**config.mk**
```make
export PLATFORM = sky130hd
export DESIGN_NAME = ycbcr_block_buffer
export DESIGN_NICKNAME = d
export VERILOG_FILES = /design/src/rtl/jpeg_pkg.sv /design/src/rtl/ycbcr_pingpong_mem.sv /design/src/rtl/ycbcr_block_buffer.sv
export SDC_FILE = /design/constraint.sdc
export NUM_CORES = 2
export LEC_CHECK = 0
export BUFFER_PORTS_ARGS = -buffer_cell sky130_fd_sc_hd__buf_2
export CAP_MARGIN = 20
export CORE_MARGIN = 2
export CORE_UTILIZATION = 57
export DETAILED_ROUTE_END_ITERATION = 8
export PLACE_DENSITY = 0.76
export SETUP_SLACK_MARGIN = 0.2
export SKIP_CTS_REPAIR_TIMING = 1
export SYNTH_ARGS = -nofsm -noshare
export SYNTH_HDL_FRONTEND = slang
export SYNTH_HIERARCHICAL = 1
export SYNTH_SLANG_ARGS = --single-unit
```
**constraint.sdc**
```tcl
create_clock -name clk -period 4.5 [get_ports clk]
set_input_delay 1.125 -clock clk [delete_from_list [all_inputs] [get_ports clk]]
set_output_delay 1.125 -clock clk [all_outputs]
set_load 0.05 [all_outputs]
```
**src/rtl/jpeg_pkg.sv**
```systemverilog
// Shared JPEG front-end definitions: component encoding, block geometry and
// pixel byte-lane layout used by the colour converter and block buffer.
package jpeg_pkg;

  typedef enum logic [1:0] {COMP_Y, COMP_CB, COMP_CR} comp_e;

  localparam int BLK_SAMPLES = 64;
  localparam int NUM_COMP    = 3;
  localparam int IDX_W       = 6;
  localparam int PIX_W       = 24;

  // Byte-lane offsets inside a packed {Cr, Cb, Y} pixel
  localparam int Y_LSB  = 0;
  localparam int CB_LSB = 8;
  localparam int CR_LSB = 16;

  localparam logic [IDX_W-1:0] IDX_LAST  = IDX_W'(BLK_SAMPLES - 1);
  localparam comp_e            COMP_LAST = comp_e'(NUM_COMP - 1);

  // Extract one component byte from a packed pixel
  function automatic logic [7:0] comp_slice(input logic [PIX_W-1:0] w, input comp_e c);
    logic [7:0] s;
    case (c)
      COMP_CB: s = w[CB_LSB +: 8];
      COMP_CR: s = w[CR_LSB +: 8];
      default: s = w[Y_LSB +: 8];
    endcase
    return s;
  endfunction

  // Component that follows c in the planar replay order
  function automatic comp_e comp_next(input comp_e c);
    comp_e n;
    case (c)
      COMP_Y:  n = COMP_CB;
      COMP_CB: n = COMP_CR;
      default: n = COMP_Y;
    endcase
    return n;
  endfunction

endpackage

```
**src/rtl/ycbcr_pingpong_mem.sv**
```systemverilog
// Two-bank pixel store, 64 packed YCbCr words per bank. One synchronous
// write port and one combinational read port; contents are not reset.
module ycbcr_pingpong_mem
  import jpeg_pkg::*;
(
  input  logic             clk,
  input  logic             we,
  input  logic             wbank,
  input  logic [IDX_W-1:0] widx,
  input  logic [PIX_W-1:0] wdata,
  input  logic             rbank,
  input  logic [IDX_W-1:0] ridx,
  output logic [PIX_W-1:0] rdata
);

  logic [PIX_W-1:0] mem_q [2][BLK_SAMPLES];

  // Capture a pixel into the addressed bank slot
  always_ff @(posedge clk) begin
    if (we) begin
      mem_q[wbank][widx] <= wdata;
    end
  end

  // Combinational read so the output register can load the next sample directly
  assign rdata = mem_q[rbank][ridx];

endmodule

```
**src/rtl/ycbcr_block_buffer.sv**
```systemverilog
// Ping-pong 8x8 block buffer: captures 64 packed YCbCr pixels per bank and
// replays each block as planar Y, Cb, Cr component blocks under valid/ready.
// Optional build macro YCBCR_LEVEL_SHIFT_EN converts output samples to
// two's complement (sample - 128); otherwise raw unsigned samples are sent.
module ycbcr_block_buffer
  import jpeg_pkg::*;
(
  input  logic             clk,
  input  logic             rst,
  input  logic             enable,
  input  logic [PIX_W-1:0] data_in,
  output logic             in_ready,
  output logic             overflow,
  output logic [7:0]       data_out,
  output logic [1:0]       comp_out,
  output logic             block_start,
  output logic             valid_out,
  input  logic             ready_in
);

  typedef enum logic {RD_IDLE, RD_DRAIN} rd_state_e;

  // Write side state
  logic             wr_bank_q, wr_bank_d;
  logic [IDX_W-1:0] wr_idx_q, wr_idx_d;
  logic [1:0]       full_q, full_d;
  logic             overflow_q, overflow_d;

  // Read side state and output register
  rd_state_e        rd_state_q, rd_state_d;
  logic             rd_bank_q, rd_bank_d;
  comp_e            rd_comp_q, rd_comp_d;
  logic [IDX_W-1:0] rd_idx_q, rd_idx_d;
  logic [7:0]       data_q, data_d;
  logic             block_start_q, block_start_d;
  logic             valid_q, valid_d;

  // Inter-process control
  logic             we;
  logic             set_full;
  logic             clr_full;
  logic             load;
  logic             rbank;
  logic [IDX_W-1:0] ridx;
  logic [PIX_W-1:0] rdata;
  logic             xfer;

  ycbcr_pingpong_mem u_mem (
    .clk   (clk),
    .we    (we),
    .wbank (wr_bank_q),
    .widx  (wr_idx_q),
    .wdata (data_in),
    .rbank (rbank),
    .ridx  (ridx),
    .rdata (rdata)
  );

  // Write pointer advance, bank hand-off on the 64th pixel and drop detection
  always_comb begin
    we         = enable & ~full_q[wr_bank_q];
    overflow_d = enable & full_q[wr_bank_q];
    wr_idx_d   = wr_idx_q;
    wr_bank_d  = wr_bank_q;
    set_full   = 1'b0;
    if (we) begin
      wr_idx_d = wr_idx_q + 1'b1;
      if (wr_idx_q == IDX_LAST) begin
        set_full  = 1'b1;
        wr_bank_d = ~wr_bank_q;
      end
    end
  end

  // Full flags: drain completion frees one bank, capture completion fills the other
  always_comb begin
    full_d = full_q;
    if (clr_full) begin
      full_d[rd_bank_q] = 1'b0;
    end
    if (set_full) begin
      full_d[wr_bank_q] = 1'b1;
    end
  end

  // Read FSM: choose the next sample address and decide whether the output register loads
  always_comb begin
    xfer          = valid_q & ready_in;
    rd_state_d    = rd_state_q;
    rd_bank_d     = rd_bank_q;
    rd_comp_d     = rd_comp_q;
    rd_idx_d      = rd_idx_q;
    block_start_d = block_start_q;
    valid_d       = valid_q;
    clr_full      = 1'b0;
    load          = 1'b0;
    rbank         = rd_bank_q;
    ridx          = rd_idx_q;
    case (rd_state_q)
      RD_IDLE: begin
        if (full_q[rd_bank_q]) begin
          rd_state_d = RD_DRAIN;
          rd_comp_d  = COMP_Y;
          rd_idx_d   = '0;
          ridx       = '0;
          load       = 1'b1;
        end
      end
      RD_DRAIN: begin
        if (xfer) begin
          if (rd_comp_q == COMP_LAST && rd_idx_q == IDX_LAST) begin
            clr_full  = 1'b1;
            rd_bank_d = ~rd_bank_q;
            rd_comp_d = COMP_Y;
            rd_idx_d  = '0;
            if (full_q[~rd_bank_q]) begin
              rbank = ~rd_bank_q;
              ridx  = '0;
              load  = 1'b1;
            end else begin
              rd_state_d    = RD_IDLE;
              valid_d       = 1'b0;
              block_start_d = 1'b0;
            end
          end else begin
            ridx     = rd_idx_q + 1'b1;
            rd_idx_d = rd_idx_q + 1'b1;
            if (rd_idx_q == IDX_LAST) begin
              rd_comp_d = comp_next(rd_comp_q);
            end
            load = 1'b1;
          end
        end
      end
      default: begin
        rd_state_d = RD_IDLE;
      end
    endcase
    if (load) begin
      valid_d       = 1'b1;
      block_start_d = (rd_idx_d == '0);
    end
  end

  // Output data: slice the selected component and optionally level-shift it
  always_comb begin
    logic [7:0] s;
    s      = comp_slice(rdata, rd_comp_d);
    data_d = data_q;
    if (load) begin
`ifdef YCBCR_LEVEL_SHIFT_EN
      data_d = {~s[7], s[6:0]};
`else
      data_d = s;
`endif
    end
  end

  // Write side registers
  always_ff @(posedge clk or negedge rst) begin
    if (!rst) begin
      wr_bank_q  <= 1'b0;
      wr_idx_q   <= '0;
      full_q     <= '0;
      overflow_q <= 1'b0;
    end else begin
      wr_bank_q  <= wr_bank_d;
      wr_idx_q   <= wr_idx_d;
      full_q     <= full_d;
      overflow_q <= overflow_d;
    end
  end

  // Read side registers including the output register
  always_ff @(posedge clk or negedge rst) begin
    if (!rst) begin
      rd_state_q    <= RD_IDLE;
      rd_bank_q     <= 1'b0;
      rd_comp_q     <= COMP_Y;
      rd_idx_q      <= '0;
      data_q        <= '0;
      block_start_q <= 1'b0;
      valid_q       <= 1'b0;
    end else begin
      rd_state_q    <= rd_state_d;
      rd_bank_q     <= rd_bank_d;
      rd_comp_q     <= rd_comp_d;
      rd_idx_q      <= rd_idx_d;
      data_q        <= data_d;
      block_start_q <= block_start_d;
      valid_q       <= valid_d;
    end
  end

  assign in_ready    = ~full_q[wr_bank_q];
  assign overflow    = overflow_q;
  assign data_out    = data_q;
  assign comp_out    = rd_comp_q;
  assign block_start = block_start_q;
  assign valid_out   = valid_q;

endmodule

```
==> results.json <==
{
  "finalCriticalPeriod_ns": 4.90,
  "die_w_um": 460,
  "use_met2_pct": 49.1,
  "max-clock-path-buffers": 4,
  "numCtsBuffers": 309,
  "violations": "antenna rules, setup timing",
  "crit_buf_inv": 5,
  "status": "complete, but fails checks",
  "nFillCells": 11982,
  "cts_tree": "done",
  "fin_nets": 5334,
  "dieArea_sq_um": 212000,
  "slowest_stage": "mux4_2",
  "sequentialPowerShare_pct": 41.8,
  "crit_chain": "ha_2 -> and4_4 -> nand3b_4 -> nor2_4 -> a21oi_2 -> a31oi_4 -> buf_6 -> buf_12 -> buf_12 -> clkbuf_16 -> buf_12 -> mux4_2 -> mux4_2 -> mux4_2 -> mux2_4 -> a22oi_2 -> nor2_2 -> a21oi_2 -> o21ai_1",
  "ys_seq_elements": 3102,
  "routed_wl_um": 331000,
  "p_sw_mw": 23.3,
  "rsz0062_at_grt": "yes",
  "yosysSeqAreaShare_pct": 78.5,
  "num_rows": 167,
  "fin_crit_sh_pct": 109,
  "final_layout_size_suffix_gt1_share_pct": 38.9,
  "regArea_sq_um": 93000,
  "synthToLayoutAreaGrowth_pct": 15.8,
  "synth_nets": 4715,
  "cts_max_level": 5,
  "drtPass1Iterations": 6,
  "core_sq_um": 207000,
  "power.internal_mw": 54.9,
  "track_usage_pct": 31.1,
  "hold_viol_final": 0,
  "dp.final_hpwl_um": 169000,
  "max_cap_viol_count": 0,
  "arrival_ns": 5.68,
  "critPathTopFamily": "multiplexers",
  "power_density_nw_per_um2": 570,
  "busiest_layer": "met2",
  "postSynthCellCount": 4683,
  "synthesis.area_sq_um": 119000,
  "syn_avg_cell_area_sq_um": 25.3,
  "ys.flop_type": "edfxtp_1",
  "crit_type": "reg -> reg",
  "max_freq_mhz": 204,
  "clock_latency_ns": 0.98,
  "async_reset_ff_share_pct": 0.967,
  "place_area_sq_um": 127000,
  "drc": 0,
  "grt_pass1_wl_um": 453000,
  "via_per_inst": 7.09,
  "antenna_left": 1,
  "synthDistinctLibCells": 51,
  "wire_per_inst_um": 40.2,
  "p_leak_nw": 42.4,
  "yosys.area.top_type_share_pct": 77.8,
  "finalSetupViolCount": 8,
  "worst_slew_margin_rel_pct": 28.6,
  "fin_worst_skew_ns": 0.0677,
  "root_buffer": "clkbuf_16",
  "die_h_um": 460,
  "hold_class": "in -> async",
  "final_util_pct": 66.4,
  "drv_slew": 0,
  "port_buffers": 41,
  "pre_cts_ws_ns": -1.09,
  "synth_area_leaders": "edfxtp_1 78%, mux4_2 19%, dfrtp_1 0.63%",
  "use_met3_pct": 8.49,
  "postLayoutCellArea_sq_um": 137000,
  "synth-edff-count": 3072,
  "cts.sinks": 3102,
  "swShare_pct": 29.8,
  "p_clk_share_pct": 31.5,
  "start_util_pct": 57.3,
  "ir_drop_mv": 0.498,
  "cp_max_fo": 6,
  "startpoint_type": "flip-flop",
  "grt_pass1_vias": 58366,
  "grt.overflow.total": 0,
  "finalPower_mw": 78.2,
  "finalWeightedCongestion": 0.870,
  "multi_input_area_sq_um": 25000,
  "clk_pin_slew_worst_paths_ns": 0.06,
  "vias": 58366,
  "yosysWarningCount": 6,
  "synth_top_cell_by_area": "edfxtp_1",
  "worstMarginPinSlew_ns": 1.07,
  "crit_path_max_incr_delay_ns": 0.58,
  "cp-end-kind": "flip-flop",
  "required_ns": 5.29,
  "setup_ws_ns": -0.398,
  "gr-usage-met1_pct": 41.2,
  "combPwrFrac_pct": 26.7,
  "grt_max_degree": 129,
  "pin_count": 42,
  "drt_first_iter_violations": 9849,
  "grt_antenna_before_repair": 24
}
==> flip-flops by register name (all words and copies together), names as in the netlist <==
register	count
u_mem/mem_q	3072
data_out	8
rd_idx_q	6
wr_idx_q	6
comp_out	2
full_q	2
block_start	1
overflow	1
rd_bank_q	1
rd_state_q	1
valid_out	1
wr_bank_q	1
==> cell type report <==
type / count / area share, %
diodes: 12 / 0.0219
multi-input cells: 1331 / 18.2
clock buffers: 382 / 5.99
repair buffers: 551 / 4.73
flip-flops and latches: 3102 / 67.7
clock inverters: 142 / 0.844
well taps: 2704 / 2.46
inverters: 7 / 0.0292
==> cells in the mapped netlist (4+ instances only) <==
cell and count:
nor2b_1 8, ha_1 4, nand3_1 19, nor2_1 145, buf_2 63, mux2_2 24
nand2_1 35, edfxtp_1 3072, mux4_2 1008, a22oi_1 8, clkbuf_1 150, buf_1 28
dfrtp_1 30, o21ai_1 10, xnor2_1 4, nand4_1 9, inv_1 6, a21oi_1 14
==> routing by layer <==
layer | up-vias | routed length, um | share of wire (%)
li1 | 21692 | - | -
met1 | 30658 | 108000 | 33
met2 | 5120 | 161000 | 49
met3 | 880 | 44600 | 13
met4 | 16 | 17100 | 5.2
met5 | - | 115 | 0.035
==> cell usage in the layout, fill, tap and decap left out, drive strengths merged, types with 2 or more instances in the layout <==
cell type,instances
nor2b,8
clkinv,112
o31a,2
a211oi,2
nand2,36
a22oi,8
nand3,19
edfxtp,3072
nand4,9
inv,10
buf,538
mux2i,3
ha,4
clkbuf,395
nor2,145
dfrtp,30
o21a,2
a21oi,14
and3,4
xor2,2
mux2,26
mux4,1008
a22o,2
o21ai,12
xnor2,4
diode,12
bufinv,19
nor3,3
a21o,2
a31oi,2
clkinvlp,8
and2,3
==> worst paths after layout <==
| check | start | to | slack [ns] | cells after the start |
|---|---|---|---|---|
| max reg2reg | rd_idx_q[0] | data_out[0] | -0.40 | 19 |
| min reg2reg | block_start | block_start | 0.52 | 2 |
| min | rst | wr_bank_q | 0.1 | 1 |
| min in group clk | enable | overflow | 0.48 | 2 |
| max | rd_idx_q[0] | data_out[0] | -0.40 | 19 |
| max in group asynchronous | rst | data_out[0] | 3.57 | 2 |
==> power groups by stage <==
| stage | sequential, mW | combinational, mW | clock [mW] |
|---|---|---|---|
| floorplan | 33.4 | 10.3 | 0 |
| global placement | 33.3 | 19.5 | 0 |
| detailed placement | 33.3 | 19.7 | 0 |
| CTS | 32.7 | 20.1 | 24.8 |
| global route | 32.8 | 21.0 | 25.8 |
| finish | 32.7 | 20.9 | 24.6 |
==> cells by family after synthesis <==
| family | synth area share, % |
|---|---|
| flops | 78.5 |
| buf+inv | 0.882 |
| fa+ha+maj | 0.0422 |
| mux | 19.4 |
| xor+xnor | 0.0443 |
| simple gates | 0.848 |
| compound gates | 0.298 |
==> per-stage QoR <==
stage               hold slack [ns]  instances  TNS, ns
floorplan                     0.540       4683        0
global placement              0.528       7623    -7.48
detailed placement            0.517       7623    -7.16
CTS                          0.0625       8147    -3.73
global route                  0.108       8220    -3.30
finish                       0.0971       8231    -2.60
No activity file was read; power rests on OpenSTA's default activity.
